File: src/rtl/multicycle_ctrl.sv
`default_nettype none
// ---------------------------------------------------------------------------
// multicycle_ctrl : control FSM for a multicycle MIPS-subset datapath
// Rev 1.0
// ---------------------------------------------------------------------------
module multicycle_ctrl (
   input  logic        clk,
   input  logic        rst_n,
   input  logic [5:0]  opcode,
   input  logic [5:0]  funct,
   input  logic        Zflag,
   output logic [3:0]  alu_op,
   output logic        alu_src_a,
   output logic [1:0]  alu_src_b,
   output logic        pc_en,
   output logic        ir_write,
   output logic        mem_read,
   output logic        mem_write,
   output logic        iord,
   output logic        reg_write,
   output logic        reg_dst,
   output logic        mem_to_reg,
   output logic [1:0]  pc_source,
   output logic [3:0]  state,
   output logic        illegal,
   output logic [31:0] retired
);

   typedef enum logic [3:0] {
      S_FETCH  = 4'd0,
      S_DECODE = 4'd1,
      S_MEMADR = 4'd2,
      S_MEMRD  = 4'd3,
      S_MEMWB  = 4'd4,
      S_MEMWR  = 4'd5,
      S_EXEC   = 4'd6,
      S_ALUWB  = 4'd7,
      S_BRANCH = 4'd8,
      S_ADDIEX = 4'd9,
      S_ADDIWB = 4'd10,
      S_JUMP   = 4'd11
   } state_t;

   localparam logic [5:0] C_OP_RTYPE = 6'b000000;
   localparam logic [5:0] C_OP_LW    = 6'b100011;
   localparam logic [5:0] C_OP_SW    = 6'b101011;
   localparam logic [5:0] C_OP_BEQ   = 6'b000100;
   localparam logic [5:0] C_OP_ADDI  = 6'b001000;
   localparam logic [5:0] C_OP_J     = 6'b000010;

   localparam logic [3:0] C_ALU_ADD = 4'b0010;
   localparam logic [3:0] C_ALU_SUB = 4'b0110;
   localparam logic [3:0] C_ALU_AND = 4'b0000;
   localparam logic [3:0] C_ALU_OR  = 4'b0001;
   localparam logic [3:0] C_ALU_NOR = 4'b1100;
   localparam logic [3:0] C_ALU_SLT = 4'b0111;

   state_t      r_state;
   state_t      w_next;
   logic [31:0] r_retired;
   logic        w_funct_ok;
   logic [3:0]  w_funct_alu;
   logic        w_retire;

   always_ff @(posedge clk or negedge rst_n) begin
      if (!rst_n) begin
         r_state   <= S_FETCH;
         r_retired <= 32'd0;
      end else begin
         r_state <= w_next;
         if (w_retire) begin
            r_retired <= r_retired + 32'd1;
         end
      end
   end

   always_comb begin
      w_funct_ok  = 1'b1;
      w_funct_alu = C_ALU_ADD;
      case (funct)
         6'b100000: w_funct_alu = C_ALU_ADD;
         6'b100010: w_funct_alu = C_ALU_SUB;
         6'b100100: w_funct_alu = C_ALU_AND;
         6'b100101: w_funct_alu = C_ALU_OR;
         6'b100111: w_funct_alu = C_ALU_NOR;
         6'b101010: w_funct_alu = C_ALU_SLT;
         default:   w_funct_ok  = 1'b0;
      endcase
   end

   // Every terminal state returns to FETCH, so leaving it is the retire event.
   always_comb begin
      w_retire = 1'b0;
      case (r_state)
         S_MEMWB, S_MEMWR, S_ALUWB, S_BRANCH, S_ADDIWB, S_JUMP: w_retire = 1'b1;
         default:                                               w_retire = 1'b0;
      endcase
   end

   always_comb begin
      w_next     = S_FETCH;
      alu_op     = 4'b0000;
      alu_src_a  = 1'b0;
      alu_src_b  = 2'b00;
      pc_en      = 1'b0;
      ir_write   = 1'b0;
      mem_read   = 1'b0;
      mem_write  = 1'b0;
      iord       = 1'b0;
      reg_write  = 1'b0;
      reg_dst    = 1'b0;
      mem_to_reg = 1'b0;
      pc_source  = 2'b00;
      illegal    = 1'b0;
      case (r_state)
         S_FETCH: begin
            mem_read  = 1'b1;
            ir_write  = 1'b1;
            alu_src_b = 2'b01;
            alu_op    = C_ALU_ADD;
            pc_en     = 1'b1;
            w_next    = S_DECODE;
         end
         S_DECODE: begin
            alu_src_b = 2'b11;
            alu_op    = C_ALU_ADD;
            case (opcode)
               C_OP_RTYPE: begin
                  if (w_funct_ok) begin
                     w_next = S_EXEC;
                  end else begin
                     illegal = 1'b1;
                  end
               end
               C_OP_LW, C_OP_SW: w_next  = S_MEMADR;
               C_OP_BEQ:         w_next  = S_BRANCH;
               C_OP_ADDI:        w_next  = S_ADDIEX;
               C_OP_J:           w_next  = S_JUMP;
               default:          illegal = 1'b1;
            endcase
         end
         S_MEMADR: begin
            alu_src_a = 1'b1;
            alu_src_b = 2'b10;
            alu_op    = C_ALU_ADD;
            w_next    = (opcode == C_OP_LW) ? S_MEMRD : S_MEMWR;
         end
         S_MEMRD: begin
            mem_read = 1'b1;
            iord     = 1'b1;
            w_next   = S_MEMWB;
         end
         S_MEMWB: begin
            reg_write  = 1'b1;
            mem_to_reg = 1'b1;
         end
         S_MEMWR: begin
            mem_write = 1'b1;
            iord      = 1'b1;
         end
         S_EXEC: begin
            alu_src_a = 1'b1;
            alu_op    = w_funct_alu;
            w_next    = S_ALUWB;
         end
         S_ALUWB: begin
            reg_write = 1'b1;
            reg_dst   = 1'b1;
         end
         S_BRANCH: begin
            alu_src_a = 1'b1;
            alu_op    = C_ALU_SUB;
            pc_source = 2'b01;
            pc_en     = Zflag;
         end
         S_ADDIEX: begin
            alu_src_a = 1'b1;
            alu_src_b = 2'b10;
            alu_op    = C_ALU_ADD;
            w_next    = S_ADDIWB;
         end
         S_ADDIWB: begin
            reg_write = 1'b1;
         end
         S_JUMP: begin
            pc_source = 2'b10;
            pc_en     = 1'b1;
         end
         default: w_next = S_FETCH;
      endcase
   end

   assign state   = r_state;
   assign retired = r_retired;

endmodule
`default_nettype wire
File: config.mk
export PLATFORM = sky130hd
export DESIGN_NAME = multicycle_ctrl
export DESIGN_NICKNAME = d
export VERILOG_FILES = /design/src/rtl/multicycle_ctrl.sv
export SDC_FILE = /design/constraint.sdc
export NUM_CORES = 1
export LEC_CHECK = 0
export ABC_AREA = 1
export CORE_ASPECT_RATIO = 1.5
export CORE_MARGIN = 4
export CORE_UTILIZATION = 28
export DETAILED_ROUTE_END_ITERATION = 10
export GPL_TIMING_DRIVEN = 0
export SETUP_SLACK_MARGIN = 0.15
export SLEW_MARGIN = 30
export SYNTH_ARGS = -nofsm -noshare
export SYNTH_HDL_FRONTEND = slang
export SYNTH_SLANG_ARGS = --single-unit
File: constraint.sdc
create_clock -name clk -period 1.82 [get_ports clk]
set_input_delay 0.455 -clock clk [delete_from_list [all_inputs] [get_ports clk]]
set_output_delay 0.455 -clock clk [all_outputs]
set_load 0.03 [all_outputs]
==> impl_metrics.tcl <==
set metrics [dict create \
    status "finished, violations left" \
    violations "negative setup slack" \
    grt_pass1_wl_mm 12.4 \
    seq_area_frac_synth_pct 36.6 \
    dp.cells 555 \
    crit_top_cell "nand2_2" \
    grt_use_met2_pct 28.7 \
    finalCriticalPeriod_ps 1970 \
    wire_per_inst_um 13.1 \
    dieArea_sq_um 10400 \
    die_height_um 123 \
    setup_viol 16 \
    die_x_um 84.5 \
    path_clk_slew_ps 60 \
    postLayoutCellArea_sq_um 3880 \
    crit_family "simple AND/OR/NAND/NOR gates" \
    fill_cells 908 \
    async_reset_ff_share_pct 100 \
    synth_nets 395 \
    max_cap_violations 0 \
    arrival_ps 1520 \
    critPathCaptureType "output pin" \
    critPathBufInv 2 \
    avgViaCountPerCell 4.57 \
    grtUsageTotal_pct 15.0 \
    cts_root_buf "clkbuf_16" \
    hold_viol_final 0 \
    cts_buffer_depth 2 \
    crit_path_start_kind "primary input" \
    timing.rr.end "retired[25]" \
    postCtsHoldBufs 0 \
    tightest_slew_ps 332 \
    fin_ws_ps -150 \
    finClkSkew_ps 6.20 \
    holdWs_ps 34.2 \
    synthFlopType "dfrtp_1" \
    cts_tree "yes" \
    netlist_area_sq_um 2460 \
    grt_pass1_vias 2620 \
    ys_warn_count 0 \
    grt.busiest_layer "met2" \
    clkLatencyLatePin_ps 290 \
    use_met3_pct 3.43 \
    power_leakage_nw 1.93 \
    post-route-period-util_pct 108 \
    yosysUniqueCellTypes 26 \
    std_cell_rows 41 \
    grt_overflow_total 0 \
    start_util_pct 28.9 \
    slew_viol_final 0 \
    drt_pass1_iterations 4 \
    ys_seq_elements 36 \
    fmax_ghz 0.508 \
    routed_wl_mm 7.73 \
    cts_buffers 5 \
    fin_cells 591 \
    final.setup.tns_ps -1170 \
    use_met1_pct 15.6 \
    slowest_stage "o211ai_1" \
    core_area_sq_um 8520 \
    r2r_slack_ps 260 \
    route.detailed.drc 0 \
    synth_edf_count 0 \
    layout_commonest_cell "nand2_1" \
    hold_class "in -> async" \
    mostFrequentLayoutCells "129 x nand2_1, 51 x nor2_1, 33 x inv_1, 33 x dlygate4sd2_1, 31 x dfrtp_1" \
    required_ps 1360 \
    insertedDiodeCount 0 \
    cp_cell_sequence "clkdlybuf4s15_1 -> o211ai_1 -> nand2_1 -> nand2_2 -> nand2_2 -> nor2_4 -> buf_6" \
    irDropWorstVdd_mv 0.851 \
    num_vias 2698 \
    placed_area_sq_um 3380 \
    area_delta_synth_final_pct 58.0 \
    cts_sinks 36 \
    ioPinCount 69 \
    power.density_nw_per_um2 878 \
    hpwl_mm 5.76 \
    grt_max_degree 28 \
    worstReg2RegStart "state[2]" \
    nets 499 \
    slew_headroom_pct 77.9 \
    antenna_found_initial 0 \
    gp_congestion 0.829 \
    avgSynthCellArea_sq_um 6.49 \
    r2r_cells 9 \
    cp_max_fo 4 \
    path_class "in -> out" \
    drtIter0Drc 129 \
    drive_gt1_share_pct 28.5 \
    io_buffers 68 \
    htreeDepth 2 \
    ant_nets 0 \
    syn_inst 379 \
    critPathMaxStageDelay_ps 250 \
    rsz0062_at_grt "yes" \
]
-- through the flow --
| stage | total power [mW] | utilization [%] | setup slack [ps] |
|---|---|---|---|
| after global routing | 3.58 | 45.6 | -192 |
| final | 3.41 | 45.6 | -150 |
| after CTS | 3.26 | 43.5 | -124 |
| after detailed placement | 2.20 | 39.7 | -1030 |
| after global placement | 2.20 | 39.6 | -1030 |
| after floorplan | 1.72 | - | 38.9 |
-- flip-flops by register name, indices dropped and copies added, names as in the netlist --
| signal | count |
|---|---|
| retired | 32 |
| state | 4 |
-- synthesized netlist by cell type (all sizes together), types with 2 or more instances --
| master | number | area, sq um |
|---|---|---|
| nand2 | 144 | 556 |
| nor2 | 76 | 320 |
| inv | 49 | 184 |
| dfrtp | 36 | 901 |
| nand3 | 14 | 75.1 |
| nand4 | 12 | 75.1 |
| o21ai | 10 | 50.1 |
| xor2 | 10 | 87.6 |
| xnor2 | 8 | 70.1 |
| a21oi | 5 | 25.0 |
| nand3b | 4 | 30.0 |
| buf | 3 | 27.5 |
| nor3 | 2 | 10.0 |
| o211ai | 2 | 15.0 |
-- routing by layer --
metal  routed length [um]  up-vias
met4                  174        0
met5                    0        -
met2                 4170       78
met1                 2940     1221
li1                     -     1387
met3                  443       12
-- area by class of cell --
cell class                 instances  area [sq um]  share of cell area, %
multi-input combinational        291          1590                   40.9
sequential                        36           907                   23.4
timing repair buffer              97           871                   22.4
inverter                          49           191                   4.93
tap                              107           134                   3.45
clock buffer                       6           129                   3.32
clock inverter                     2          35.0                  0.902
buffer                             3          27.5                  0.709
-- power breakdown --
group | internal (mW) | leakage, nW | total, mW | switching [mW]
combinational | 0.573 | 1.36 | 1.49 | 0.916
clock | 0.644 | 0.0808 | 0.978 | 0.334
sequential | 0.859 | 0.490 | 0.944 | 0.0848
-- how the worst max path moves through the flow --
| stage | cells past startpoint | start | endpoint |
|---|---|---|---|
| after floorplan | 4 | state[2] | alu_op[3] |
| after global placement | 10 | funct[3] | illegal |
| after detailed placement | 10 | funct[3] | illegal |
| after CTS | 6 | state[0] | alu_op[3] |
| after global routing | 8 | opcode[4] | illegal |
| final | 7 | funct[0] | illegal |
-- cells by family (layout without fill, tap and decap cells) --
logic type | Yosys count | after routing | share of synthesized area (%)
flops | 36 | 36 | 36.6
simple gates | 253 | 253 | 43.6
fa+ha+maj | 1 | 1 | 0.509
compound gates | 19 | 19 | 4.22
xor+xnor | 18 | 18 | 6.41
buf+inv | 52 | 157 | 8.60
-- repair_timing --
item,in CTS,in global routing
pin swaps,17,6
endpoints found under the setup margin,54,28
setup buffers,17,11
resized for setup,218,34
Note: power is estimated with default switching activity, not from simulation.
